==> src/rtl/pass_enable_sequencer.sv <==
// ============================================================================
//  Module   : pass_enable_sequencer
//  Brief    : Break-before-make enable sequencer for a bank of pass-switch bus
//             segments. Optional auto-release timer: PASS_SEQ_TIMEOUT_EN.
//  Revision : 1.0 - initial release
// ============================================================================
`default_nettype none

module pass_enable_sequencer #(
    parameter int NUM_SEG        = 4,
    parameter int SEG_W          = 2,
    parameter int DEAD_CYCLES    = 2,
    parameter int SETTLE_CYCLES  = 3,
    parameter int TIMEOUT_CYCLES = 16
) (
    input  logic               clk,
    input  logic               rst_n,
    input  logic               req_valid,
    output logic               req_ready,
    input  logic [SEG_W-1:0]   req_seg,
    input  logic               req_off,
    output logic [NUM_SEG-1:0] en,
    output logic [SEG_W-1:0]   cur_seg,
    output logic               connected,
    output logic               busy,
    output logic               done,
    output logic               err,
    output logic               timeout
);

    localparam int C_MAX_DS  = (DEAD_CYCLES > SETTLE_CYCLES) ? DEAD_CYCLES : SETTLE_CYCLES;
    localparam int C_CNT_MAX = (C_MAX_DS > TIMEOUT_CYCLES) ? C_MAX_DS : TIMEOUT_CYCLES;
    localparam int C_CNT_W   = $clog2(C_CNT_MAX + 1);

    localparam logic [SEG_W:0]   C_NUM_SEG    = (SEG_W+1)'(NUM_SEG);
    localparam logic [C_CNT_W-1:0] C_DEAD_LD   = C_CNT_W'(DEAD_CYCLES - 1);
    localparam logic [C_CNT_W-1:0] C_SETTLE_LD = C_CNT_W'(SETTLE_CYCLES - 1);
`ifdef PASS_SEQ_TIMEOUT_EN
    localparam logic [C_CNT_W-1:0] C_TMO_LD    = C_CNT_W'(TIMEOUT_CYCLES - 1);
`endif

    typedef enum logic [1:0] {
        ST_IDLE   = 2'd0,
        ST_DEAD   = 2'd1,
        ST_SETTLE = 2'd2,
        ST_CONN   = 2'd3
    } state_t;

    state_t               r_state, w_nxt_state;
    logic [NUM_SEG-1:0]   r_en, w_nxt_en;
    logic [C_CNT_W-1:0]   r_cnt, w_nxt_cnt;
    logic [SEG_W-1:0]     r_cur_seg, w_nxt_cur_seg;
    logic [SEG_W-1:0]     r_tgt_seg, w_nxt_tgt_seg;
    logic                 r_tgt_off, w_nxt_tgt_off;
    logic                 r_silent, w_nxt_silent;
    logic                 r_done, w_nxt_done;
    logic                 r_err, w_nxt_err;

    logic                 w_accept;
    logic                 w_bad;
    logic [NUM_SEG-1:0]   w_req_oh;
    logic [NUM_SEG-1:0]   w_tgt_oh;

    assign req_ready = (r_state == ST_IDLE) || (r_state == ST_CONN);
    assign busy      = (r_state == ST_DEAD) || (r_state == ST_SETTLE);
    assign connected = (r_state == ST_CONN);
    assign en        = r_en;
    assign cur_seg   = r_cur_seg;
    assign done      = r_done;
    assign err       = r_err;

    assign w_accept = req_valid && req_ready;
    assign w_bad    = !req_off && ({1'b0, req_seg} >= C_NUM_SEG);
    assign w_req_oh = NUM_SEG'(1) << req_seg;
    assign w_tgt_oh = NUM_SEG'(1) << r_tgt_seg;

`ifdef PASS_SEQ_TIMEOUT_EN
    logic r_tmo, w_nxt_tmo;
    assign timeout = r_tmo;
`else
    assign timeout = 1'b0;
`endif

    always_ff @(posedge clk or negedge rst_n) begin
        if (!rst_n) begin
            r_state   <= ST_IDLE;
            r_en      <= '0;
            r_cnt     <= '0;
            r_cur_seg <= '0;
            r_tgt_seg <= '0;
            r_tgt_off <= 1'b0;
            r_silent  <= 1'b0;
            r_done    <= 1'b0;
            r_err     <= 1'b0;
`ifdef PASS_SEQ_TIMEOUT_EN
            r_tmo     <= 1'b0;
`endif
        end else begin
            r_state   <= w_nxt_state;
            r_en      <= w_nxt_en;
            r_cnt     <= w_nxt_cnt;
            r_cur_seg <= w_nxt_cur_seg;
            r_tgt_seg <= w_nxt_tgt_seg;
            r_tgt_off <= w_nxt_tgt_off;
            r_silent  <= w_nxt_silent;
            r_done    <= w_nxt_done;
            r_err     <= w_nxt_err;
`ifdef PASS_SEQ_TIMEOUT_EN
            r_tmo     <= w_nxt_tmo;
`endif
        end
    end

    always_comb begin
        w_nxt_state   = r_state;
        w_nxt_en      = r_en;
        w_nxt_cnt     = r_cnt;
        w_nxt_cur_seg = r_cur_seg;
        w_nxt_tgt_seg = r_tgt_seg;
        w_nxt_tgt_off = r_tgt_off;
        w_nxt_silent  = r_silent;
        w_nxt_done    = 1'b0;
        w_nxt_err     = 1'b0;
`ifdef PASS_SEQ_TIMEOUT_EN
        w_nxt_tmo     = 1'b0;
`endif
        case (r_state)
            ST_IDLE: begin
                if (w_accept) begin
                    if (w_bad) begin
                        w_nxt_err  = 1'b1;
                        w_nxt_done = 1'b1;
                    end else if (req_off) begin
                        w_nxt_done = 1'b1;
                    end else begin
                        // Nothing is driving the bus, so make immediately.
                        w_nxt_state   = ST_SETTLE;
                        w_nxt_en      = w_req_oh;
                        w_nxt_tgt_seg = req_seg;
                        w_nxt_cnt     = C_SETTLE_LD;
                    end
                end
            end
            ST_DEAD: begin
                if (r_cnt == '0) begin
                    if (r_tgt_off) begin
                        w_nxt_state = ST_IDLE;
                        w_nxt_done  = !r_silent;
                    end else begin
                        w_nxt_state = ST_SETTLE;
                        w_nxt_en    = w_tgt_oh;
                        w_nxt_cnt   = C_SETTLE_LD;
                    end
                end else begin
                    w_nxt_cnt = r_cnt - 1'b1;
                end
            end
            ST_SETTLE: begin
                if (r_cnt == '0) begin
                    w_nxt_state   = ST_CONN;
                    w_nxt_done    = 1'b1;
                    w_nxt_cur_seg = r_tgt_seg;
`ifdef PASS_SEQ_TIMEOUT_EN
                    w_nxt_cnt     = C_TMO_LD;
`endif
                end else begin
                    w_nxt_cnt = r_cnt - 1'b1;
                end
            end
            ST_CONN: begin
                if (w_accept) begin
                    if (w_bad) begin
                        w_nxt_err  = 1'b1;
                        w_nxt_done = 1'b1;
`ifdef PASS_SEQ_TIMEOUT_EN
                        w_nxt_cnt  = C_TMO_LD;
`endif
                    end else if (!req_off && (req_seg == r_cur_seg)) begin
                        w_nxt_done = 1'b1;
`ifdef PASS_SEQ_TIMEOUT_EN
                        w_nxt_cnt  = C_TMO_LD;
`endif
                    end else begin
                        // Break first; DEAD decides whether to make a new segment.
                        w_nxt_state   = ST_DEAD;
                        w_nxt_en      = '0;
                        w_nxt_cnt     = C_DEAD_LD;
                        w_nxt_tgt_seg = req_seg;
                        w_nxt_tgt_off = req_off;
                        w_nxt_silent  = 1'b0;
                    end
                end
`ifdef PASS_SEQ_TIMEOUT_EN
                else if (r_cnt == '0) begin
                    w_nxt_tmo     = 1'b1;
                    w_nxt_state   = ST_DEAD;
                    w_nxt_en      = '0;
                    w_nxt_cnt     = C_DEAD_LD;
                    w_nxt_tgt_off = 1'b1;
                    w_nxt_silent  = 1'b1;
                end else begin
                    w_nxt_cnt = r_cnt - 1'b1;
                end
`endif
            end
            default: begin
                w_nxt_state = ST_IDLE;
                w_nxt_en    = '0;
            end
        endcase
    end

endmodule

`default_nettype wire
==> config.mk <==
export PLATFORM = sky130hd
export DESIGN_NAME = pass_enable_sequencer
export DESIGN_NICKNAME = d
export VERILOG_FILES = /design/src/rtl/pass_enable_sequencer.sv
export SDC_FILE = /design/constraint.sdc
export NUM_CORES = 1
export LEC_CHECK = 0
export CORE_UTILIZATION = 55
export CTS_BUF_LIST = sky130_fd_sc_hd__clkbuf_8
export CTS_CLUSTER_DIAMETER = 40
export DETAILED_ROUTE_END_ITERATION = 6
export MAX_ROUTING_LAYER = met4
export PLACE_DENSITY = 0.82
export SKIP_CTS_REPAIR_TIMING = 1
export SYNTH_ARGS = -nofsm -noshare
export SYNTH_HDL_FRONTEND = slang
export SYNTH_SLANG_ARGS = --single-unit
==> constraint.sdc <==
create_clock -name clk -period 2.5 [get_ports clk]
set_input_delay 0.625 -clock clk [delete_from_list [all_inputs] [get_ports clk]]
set_output_delay 0.625 -clock clk [all_outputs]
set_load 0.02 [all_outputs]
* Word level (Yosys, flattened, before mapping) *
Index checks and enable logic that the tools add are counted.

operators by class
  shift-type cells = 2
  equal/unequal tests = 13
  muxes and demuxes = 36
  add/sub/neg operators = 1
  bitwise operators = 1
  reduce and logical (&&, ||, !) cells = 15

operators with widths
  cell                                               number
  two-way mux 5 bit                                  7
  two-way mux 4 bit                                  6
  two-way mux 2 bit                                  11
  case mux 5 bit (4 select lines)                    1
  case mux 4 bit (3 select lines)                    1
  AND reduction 6 bit                                2
  != test 2 bit (second input constant)              5
  case mux 2 bit (4 select lines)                    1
  left shift 1 x 2 -> 4 bit (first input constant)   2
  two-way mux 1 bit                                  7
  AND reduction 7 bit                                1
  != test 2 x 1 -> 1 bit (second input constant)     3
  zero test 5 bit                                    1
  AND reduction 5 bit                                1
  subtractor 5 x 1 -> 5 bit (second input constant)  1
  == test 2 bit (second input constant)              2
  case mux 1 bit (4 select lines)                    1
  case mux 2 bit (2 select lines)                    1
  != test 3 bit (second input constant)              1
  AND reduction 3 bit                                1
  nonzero test 3 bit                                 1
  == test 2 x 1 -> 1 bit (second input constant)     1
  == test 2 bit                                      1
  logical AND 1 bit                                  2
  6 further kinds                                    7

storage, ports and cells
  word-level logic and storage cells = 75
  flip-flop bits (word level) = 17
  output and inout port bits = 12
  bits of input ports = 6

* Logic depth before layout (Yosys ltp) *
  depth after elaboration = 5
  mapped depth = 7
  gate-level depth less buffers = 6

* Worst setup path before layout *
No wires, ideal clock.

  path type = reg2reg
  from = reg r_state[0]
  to = reg r_en[0], in the netlist en[0]
  buffers on the path = 1
  slack = 278 ps
  library setup time = 127 ps
  cell stages (with the launch flop) = 8
  required time = 2373 ps
  period minus slack after synthesis = 2222 ps
  arrival time = 2095 ps
  cell sequence = dfrtp_1 -> inv_1 -> ha_1 -> or3b_1 -> a22oi_4 -> and3_1 -> buf_2 -> mux2_1

between the ends
  word-level cells in the longest chain between the ends = 5
  elaborated cells between the ends (all ways) = 14
  classes of those cells = eq/ne: 8; mux: 1; reduce/logical: 5

ends and longest elaborated chain
  element                                                                   RTL line  RTL
  start: declaration                                                        49        state_t r_state, w_nxt_state;
  start signal: assignment                                                  99        r_state <= w_nxt_state;
  == test 2 bit or zero test 2 bit (tied branches)                          64, 127
  logical OR 1 bit                                                          64        assign req_ready = (r_state == ST_IDLE) || (r_state == ST_CONN);
  logical AND 1 bit                                                         72        assign w_accept = req_valid && req_ready;
  != test 2 bit (no source line) or != test 2 x 1 -> 1 bit (tied branches)  -
  AND reduction 7 bit (no source line)                                      -
  end signal: assignment                                                    100       r_en <= w_nxt_en;
  end: declaration                                                          50        logic [NUM_SEG-1:0] r_en, w_nxt_en;

Several ways; a longest one is shown, not always the timed one.
A chain may end at the register's enable or synchronous reset.

* Final worst setup path *
  from = reg r_state[0]
  to = out busy

between the ends
  word-level cells in the longest chain between the ends = 2
  elaborated cells between the ends (all ways) = 3
  classes of those cells = eq/ne: 2; reduce/logical: 1

ends and longest elaborated chain
  element                                                  RTL line  RTL
  == test 2 x 1 -> 1 bit or == test 2 bit (tied branches)  65        assign busy = (r_state == ST_DEAD) || (r_state == ST_SETTLE);
  logical OR 1 bit (*)                                     65
  end: declaration                                         25        output logic busy,

Every way passes the cells marked *; elsewhere a longest branch is shown, timed or not.

==> impl_metrics.toml <==
[routing]
antenna_left = 0
vias_per_cell = 5.90
route.detailed.drc = 0
wire_per_inst_um = 13.8
wirelength_um = 2090
drtIter0Drc = 9
vias = 897
drt_pass1_iterations = 4

[final_layout]
nFillCells = 144
layout_common_cells = "17 x dfrtp_1, 14 x clkdlybuf4s50_1, 8 x inv_1, 7 x nand2_1, 7 x buf_4"
layout.nets = 140
antenna_cells = 0
multi_input_area_sq_um = 638
fin_util_pct = 75.6
layout-drive-gt1-share_pct = 18.9
areaGrowthSynthToFinish_pct = 22.9
final_common_cell = "dfrtp_1"
final_area_sq_um = 1380
finalNonFillerCells = 152
seqCellArea_sq_um = 425

[timing]
rsz0062_at_grt = "false"
whs_ns = 0.498
min_period_ns = 2.38
maxSlewViolCount = 0
min_period_over_period_pct = 95.3
fin_ws_ns = 0.118
fmax_ghz = 0.420
hold_violations = 0
fin_skew_ns = 0.00415
setup_viol = 0
tns_ns = 0

[clocking]
cts.sinks = 17
htree_levels = 1
cts_made_buffers = 3
clock_latency_ns = 0.25
cts_tree = "done"
clockBufferDepth = 2
clkSlewWorstSetupHoldPaths_ns = 0.07
cts_root_buffer = "clkbuf_8"

[min_path]
hp-class = "flop to flop"
hold_depth = 1

[synthesis]
yosys_warnings = 0
avgSynthCellArea_sq_um = 10.7
ys_seq_elements = 17
netlist_instances = 105
synth.distinct_cells = 36
seq_area_frac_synth_pct = 38.0
syn_area_sq_um = 1120

[pwr]
max-vdd-ir-drop_mv = 0.880
p_per_area_nw_per_um2 = 1450
power_mw = 1.99
leakage_nw = 0.639

[grt]
grt_use_total_pct = 22.5
overflow = 0
antenna_found_initial = 0
first_global_vias = 817
grt_start_max_net_pins = 18
grt_pass1_wl_um = 3370

[floorplan]
core_sq_um = 1820
start_util_pct = 61.5
placementRows = 15
ios = 18
die-height_um = 47.1
die_area_sq_um = 2220
die_w_um = 47.1

[job]
cap_violations = 0

[critical_path]
path_max_fanout = 5
cp_data_required_time_ns = 1.88
r2r_cells = 6
start_kind = "flop"
crit_path_end_kind = "primary output"
crit_type = "flop to primary output"
cp.arrival_ns = 1.76

[placed_design]
place.gp.congestion = 0.895
place_area_sq_um = 1330
port_buffers = 15
pre_cts_ws_ns = 0.0198
dp_hpwl_um = 1660
dp.cells = 148

[run_status]
status = "complete, no violations"
==> kinds of logic after synthesis <==
| family | after synthesis | synth area share [%] |
|---|---|---|
| mux | 14 | 13.7 |
| simple gates | 31 | 16.5 |
| buf+inv | 13 | 5.36 |
| compound gates | 21 | 17.8 |
| flops | 17 | 38.0 |
| fa+ha+maj | 6 | 6.70 |
| xor+xnor | 2 | 1.56 |
| other cells | 1 | 0.335 |
==> state kept, by name, summed over array words and instances (netlist names) <==
register,count
done,1
r_tgt_off,1
r_cnt,5
en,4
cur_seg,2
r_tgt_seg,2
r_state,2
==> power breakdown <==
group | switching (mW) | internal, mW | leakage [nW]
Sequential | 0.0874 | 0.393 | 0.214
Clock | 0.0944 | 0.110 | 0.0255
Combinational | 0.673 | 0.630 | 0.399
Total | 0.855 | 1.13 | 0.639
==> critical path, stage by stage (launching register included) <==
cell             delay [ns]
dfrtp_1                0.38
inv_1                  0.11
ha_1                   0.39
clkdlybuf4s50_1        0.63
==> synth_stat cells <==
| master | instances | area share (%) |
|---|---|---|
| buf_4 | 2 | 1.3 |
| nand2b_1 | 2 | 1.1 |
| a21oi_1 | 1 | 0.45 |
| nor2b_1 | 4 | 2.2 |
| a21boi_0 | 1 | 0.67 |
| nor2_1 | 5 | 1.7 |
| o2bb2ai_1 | 4 | 3.1 |
| o21ai_0 | 2 | 0.89 |
| nand4_1 | 1 | 0.56 |
| mux2_2 | 6 | 6.0 |
| a41o_1 | 1 | 0.89 |
| a32o_1 | 2 | 1.8 |
| a22oi_4 | 1 | 1.9 |
| a31oi_4 | 1 | 1.9 |
| conb_1 | 1 | 0.33 |
| and3_1 | 3 | 1.7 |
| ha_1 | 6 | 6.7 |
| dfrtp_1 | 17 | 38 |
| nor3_1 | 3 | 1.3 |
| nand3_1 | 2 | 0.89 |
| nand4b_2 | 1 | 1.3 |
| o2111ai_1 | 3 | 2.3 |
| mux2i_1 | 3 | 2.7 |
| inv_1 | 8 | 2.7 |
| xnor2_1 | 2 | 1.6 |
| o41a_1 | 1 | 1.0 |
| or4b_4 | 1 | 1.2 |
| mux2_1 | 5 | 5.0 |
| o21ai_2 | 1 | 0.78 |
| a21o_1 | 1 | 0.67 |
| nor4b_2 | 1 | 1.3 |
| a31o_2 | 1 | 0.78 |
| or3b_1 | 1 | 0.78 |
| nand2_1 | 7 | 2.3 |
| buf_2 | 3 | 1.3 |
| o22ai_1 | 1 | 0.56 |
==> worst paths after layout <==
check                           startpoint         end  slack [ns]
worst max-delay path            r_state[0]        busy        0.12
worst min-delay path                 en[1]       en[1]        0.50
worst max register to register  r_state[0]       en[3]        0.19
worst min register to register       en[1]       en[1]        0.50
max in group asynchronous            rst_n  cur_seg[0]        1.63
min in group asynchronous            rst_n    r_cnt[4]        0.69
==> area by class of cell <==
class / instances / share of cell area [%]
timing repair buffer: 22 / 14.9
inverter: 8 / 2.18
multi-input combinational: 76 / 46.4
clock buffer: 3 / 3.00
sequential: 17 / 30.9
clock inverter: 1 / 0.364
tap: 25 / 2.27
==> metal layers <==
metal	track usage (%)	part of all wire [%]	up-vias
met5	-	0	-
met4	6.86	1.1	0
met3	3.46	4.7	7
met2	39.2	50	23
met1	26.6	44	438
li1	-	-	429
No activity file was read; power rests on OpenSTA's default activity.
